**src/rtl/srff_bank_arbiter.sv**
```systemverilog
// srff_bank_arbiter: round-robin arbiter that serialises set/reset/hold
// commands from NREQ requesters onto a shared bank of SR flags.
// One command is granted, then applied on the following edge, so the bank
// absorbs at most one command every two cycles.

// One SR flag of the bank. Clear has priority; S=R=1 and S=R=0 both hold.
module srff_cell (
    input  logic clk,
    input  logic reset,
    input  logic clr,
    input  logic en,
    input  logic s,
    input  logic r,
    output logic q
);
    // flag update: async reset, then bank clear, then enabled SR command
    always_ff @(posedge clk or posedge reset) begin
        if (reset)                 q <= 1'b0;
        else if (clr)              q <= 1'b0;
        else if (en && (s != r))   q <= s;
    end
endmodule

module srff_bank_arbiter #(
    parameter int NREQ  = 4,
    parameter int NFLAG = 8,
    parameter int IDX_W = 3
) (
    input  logic                  clk,
    input  logic                  reset,
    input  logic [NREQ-1:0]       req,
    input  logic [NREQ-1:0]       req_s,
    input  logic [NREQ-1:0]       req_r,
    input  logic [NREQ*IDX_W-1:0] req_idx,
    input  logic                  clr_all,
    output logic [NREQ-1:0]       gnt,
    output logic [NFLAG-1:0]      flags,
    output logic                  busy,
    output logic                  sr_illegal
);
    localparam int PTR_W = $clog2(NREQ);

    typedef struct packed {
        logic             s;
        logic             r;
        logic [IDX_W-1:0] idx;
    } cmd_t;

    typedef enum logic {IDLE = 1'b0, GRANT = 1'b1} state_t;

    state_t                      state, state_nxt;
    logic [PTR_W-1:0]            ptr, ptr_inc, win, win_r;
    logic                        any_req;
    logic [NREQ-1:0][IDX_W-1:0]  idx_arr;
    cmd_t                        cmd, cmd_sel;
    logic [NREQ-1:0]             gnt_nxt;
    logic                        cmd_ld, apply;

    assign idx_arr = req_idx;

    // round-robin pick: first requester at or above ptr, wrapping at NREQ
    always_comb begin
        int c;
        c       = 0;
        any_req = 1'b0;
        win     = ptr;
        for (int k = 0; k < NREQ; k++) begin
            c = int'(ptr) + k;
            if (c >= NREQ) c = c - NREQ;
            if (!any_req && req[c]) begin
                any_req = 1'b1;
                win     = c[PTR_W-1:0];
            end
        end
    end

    // command of the current round-robin winner, latched on the grant edge
    always_comb begin
        cmd_sel.s   = req_s[win];
        cmd_sel.r   = req_r[win];
        cmd_sel.idx = idx_arr[win];
    end

    // after serving win_r, the next requester up gets first look
    assign ptr_inc = (win_r == PTR_W'(NREQ - 1)) ? '0 : win_r + 1'b1;

    // FSM state register
    always_ff @(posedge clk or posedge reset) begin
        if (reset) state <= IDLE;
        else       state <= state_nxt;
    end

    // FSM next state: any request opens a grant, a grant always lasts one cycle
    always_comb begin
        state_nxt = state;
        case (state)
            IDLE:    if (any_req) state_nxt = GRANT;
            GRANT:   state_nxt = IDLE;
            default: state_nxt = IDLE;
        endcase
    end

    // FSM outputs: grant/latch in IDLE, apply in GRANT (req ignored there)
    always_comb begin
        gnt_nxt = '0;
        cmd_ld  = 1'b0;
        apply   = 1'b0;
        case (state)
            IDLE: begin
                if (any_req) begin
                    gnt_nxt = {{(NREQ-1){1'b0}}, 1'b1} << win;
                    cmd_ld  = 1'b1;
                end
            end
            GRANT:   apply = 1'b1;
            default: ;
        endcase
    end

    // grant, command latch, pointer and illegal-command pulse registers
    always_ff @(posedge clk or posedge reset) begin
        if (reset) begin
            gnt        <= '0;
            cmd        <= '0;
            win_r      <= '0;
            ptr        <= '0;
            sr_illegal <= 1'b0;
        end else begin
            gnt        <= gnt_nxt;
            sr_illegal <= apply && cmd.s && cmd.r;
            if (cmd_ld) begin
                cmd   <= cmd_sel;
                win_r <= win;
            end
            if (apply) ptr <= ptr_inc;
        end
    end

    assign busy = (state == GRANT);

    // flag bank: only the addressed cell sees the applied command
    for (genvar i = 0; i < NFLAG; i++) begin : g_flag
        srff_cell u_cell (
            .clk   (clk),
            .reset (reset),
            .clr   (clr_all),
            .en    (apply && (cmd.idx == IDX_W'(i))),
            .s     (cmd.s),
            .r     (cmd.r),
            .q     (flags[i])
        );
    end
endmodule

```
**config.mk**
```make
export PLATFORM = sky130hd
export DESIGN_NAME = srff_bank_arbiter
export DESIGN_NICKNAME = d
export VERILOG_FILES = /design/src/rtl/srff_bank_arbiter.sv
export SDC_FILE = /design/constraint.sdc
export NUM_CORES = 1
export LEC_CHECK = 0
export ABC_AREA = 1
export CORE_UTILIZATION = 45
export CTS_BUF_LIST = sky130_fd_sc_hd__clkbuf_4 sky130_fd_sc_hd__clkbuf_8 sky130_fd_sc_hd__clkbuf_16
export DETAILED_ROUTE_END_ITERATION = 10
export GPL_TIMING_DRIVEN = 0
export PLACE_DENSITY = 0.77
export SLEW_MARGIN = 20
export SYNTH_ARGS = -nofsm -noshare
export SYNTH_HDL_FRONTEND = slang
export SYNTH_SLANG_ARGS = --single-unit
```
**constraint.sdc**
```tcl
create_clock -name clk -period 1.6 [get_ports clk]
set_clock_uncertainty 0.1 [all_clocks]
set_input_delay 0.32 -clock clk [delete_from_list [all_inputs] [get_ports clk]]
set_output_delay 0.32 -clock clk [all_outputs]
set_load 0.02 [all_outputs]
```
==> metrics <==
status finished with violations; violated checks negative setup slack; Met3 Routed Length 215 um; most frequent cells in the layout nand2_1 (74), clkdlybuf4s50_1 (23), dfrtp_1 (22), nand3_1 (21), inv_1 (20); CP required 1.66 ns; Crit path max-delay family simple AND/OR/NAND/NOR gates; HP Class reg2reg; Post-Syn Instances about 240; Synth cell types 27; DP HPWL 2.69 mm; # nets final between 300 and 400; CP Capture Type flop; Leakage 1.39 nW; most common cell after layout, fill and taps aside nand2_1; Final Slew Violations 0; Syn Area/Cell about 7 um^2; GP Congestion 0.811; final period utilization 1.25; RSZ-0062 raised after global routing yes; Area Overhead vs Synth 50.2%; worst-case clock buffer depth 2; Final Non-Filler Cells 343; Cell Area, Synth 1670 um^2; setup_tns -3.73 ns; starting density of the core 0.486; core area 3440 um^2; Synth Register Bits 23; first-pass GRT wire length 6.82 mm; Max Used Layer met4; die width ~63 um; die area 3970 um^2; Worst-path clk slew 0.08 ns; initial antenna violation count 0; register area share after synthesis 0.344; CP Data Arrival Time 2.06 ns; setup violators final 13; post-layout min period 2.00 ns; Crit-path slowest cell dfrtp_2; Post-route DRC 0; Syn Nets 267; n_diodes 0; # port buffers 39; crit path cell chain inv_2 > buf_8 > nand2_4 > nand2_4 > nand2_2 > nand2_4 > buf_12 > nand4_4 > buf_6 > nand3_2 > nand2_1 > nand2_1 > nand2_1 > nand2_1 > nand2_1; synth warn 0; CTS tree built; final setup margin -0.400 ns; Synth Flop Type dfrtp_1; Clock Latency Late Sink between 0.2 and 0.3 ns; design area 2510 um^2; GRT overflow 0; final wirelength 4.61 mm; top post-synthesis cells by area dfrtp_1 (34%), nand2_1 (21%), nand3_1 (9.9%), buf_4 (4.9%), mux2i_1 (4.8%); Vias per Instance 5.15; relative slew slack 0.440; largest net degree at the start of global routing 24; CP Class reg2reg; Iteration-0 DRC Markers 93; post-route ant nets 0; number of enable flip-flop cells after synthesis 0; Worst setup SP type flop; total global-route track usage 0.217; area share of the largest cell type after synthesis 0.344; Die Height around 63 um; most frequent CP cell nand2_1; H-tree depth 1; top cell type by total area after synthesis dfrtp_1; CTS Sinks 23; vias in the first global route between 1500 and 2000; async set-reset flop share out of synthesis 1.00; Critical Path Max Stage Delay 0.45 ns; critical path fanouts, max 8; Peak VDD IR 0.999 mV; Fin. Hold Viols 0; max-cap violations 0; placed cells 324; Util after Layout 0.730; P per Cell Area 2270 nW/um^2; Area after DPL approximately 2100 um^2; fmax 500 MHz; Met1 Routed Length 1.99 mm; root buffer cell clkbuf_8; IO Count 41; met2 wire length 2.32 mm; std cell rows 21; total CTS buffers 3; WP buf/inv 4; wire per inst 13.4 um; layout cell share with drive strength beyond 1 0.300; Worst-Margin Slew 0.840 ns; Via Count between 1500 and 2000; first-pass detailed-route iteration total 4
## layout make-up
cell class / count / area, um^2
well taps: 46 / 57.6
plain buffers: 15 / 131
multi-input cells: 178 / 1080
fillers: 284 / 930
inverters: 24 / 97.6
clock buffers: 3 / 41.3
repair buffers: 53 / 515
flip-flops and latches: 23 / 577
clock inverters: 1 / 7.51
## worst min-delay path: stages, from the launching register on
cell	delay, ns
dfrtp_1	0.35
mux2i_1	0.07
inv_1	0.04
## routing by layer
metal | global-route usage | up-vias
met5 | 0 | -
met1 | 0.272 | 817
met2 | 0.375 | 62
li1 | - | 879
met4 | 0.0552 | 0
met3 | 0.0438 | 8
## Yosys cell counts, drive strengths merged (3+ instances only)
master and number:
nand4 3, dfrtp 23, inv 24, nand2 104, buf 14, mux2i 8
nor2 8, nor3 4, o21ai 3, a21oi 8, nand3 35
## worst paths after layout
check | from | endpoint | slack, ns | cells past startpoint
max | ptr[0] | cmd[0] | -0.40 | 15
min | g_flag[6].u_cell.q | g_flag[6].u_cell.q | 0.39 | 2
max reg2reg | ptr[0] | cmd[0] | -0.40 | 15
min reg2reg | g_flag[6].u_cell.q | g_flag[6].u_cell.q | 0.39 | 2
max in group asynchronous | reset | ptr[0] | 0.40 | 2
min in group asynchronous | reset | g_flag[1].u_cell.q | 0.43 | 2
## metrics by stage
stage / total power [mW] / hold WS [ns] / worst slack [ns]
2_1_floorplan: 3.47 / 0.222 / -0.134
3_3_place_gp: 4.18 / 0.371 / -0.577
3_5_place_dp: 4.22 / 0.378 / -0.599
4_1_cts: 5.14 / 0.395 / -0.301
5_1_grt: 6.13 / 0.419 / -0.480
6_report: 5.69 / 0.394 / -0.400
## state kept, by name (all words and copies together) (netlist names)
name,count
win_r,2
g_flag.u_cell.q,8
ptr,2
busy,1
cmd,5
gnt,4
sr_illegal,1
## kinds of logic after synthesis
| family | synth area share |
|---|---|
| fa+ha+maj | 0.00748 |
| mux | 0.0479 |
| compound gates | 0.0419 |
| buf+inv | 0.123 |
| flops | 0.344 |
| simple gates | 0.430 |
| xor+xnor | 0.00524 |
## what timing repair did
action                     in CTS  in global routing
cloned                          2                  1
setup endpoints to repair      26                 16
gates resized for setup        47                 21
hold buffers                    0                  0
pin swaps                      40                 17
setup buffers                   9                  3
## report_power, final
| group | total, mW | switching (mW) | internal (mW) |
|---|---|---|---|
| sequential | 0.993 | 0.173 | 0.820 |
| combinational | 4.34 | 2.60 | 1.74 |
| clock | 0.360 | 0.184 | 0.176 |
| total | 5.69 | 2.95 | 2.74 |
Note: power is estimated with default switching activity, not from simulation.
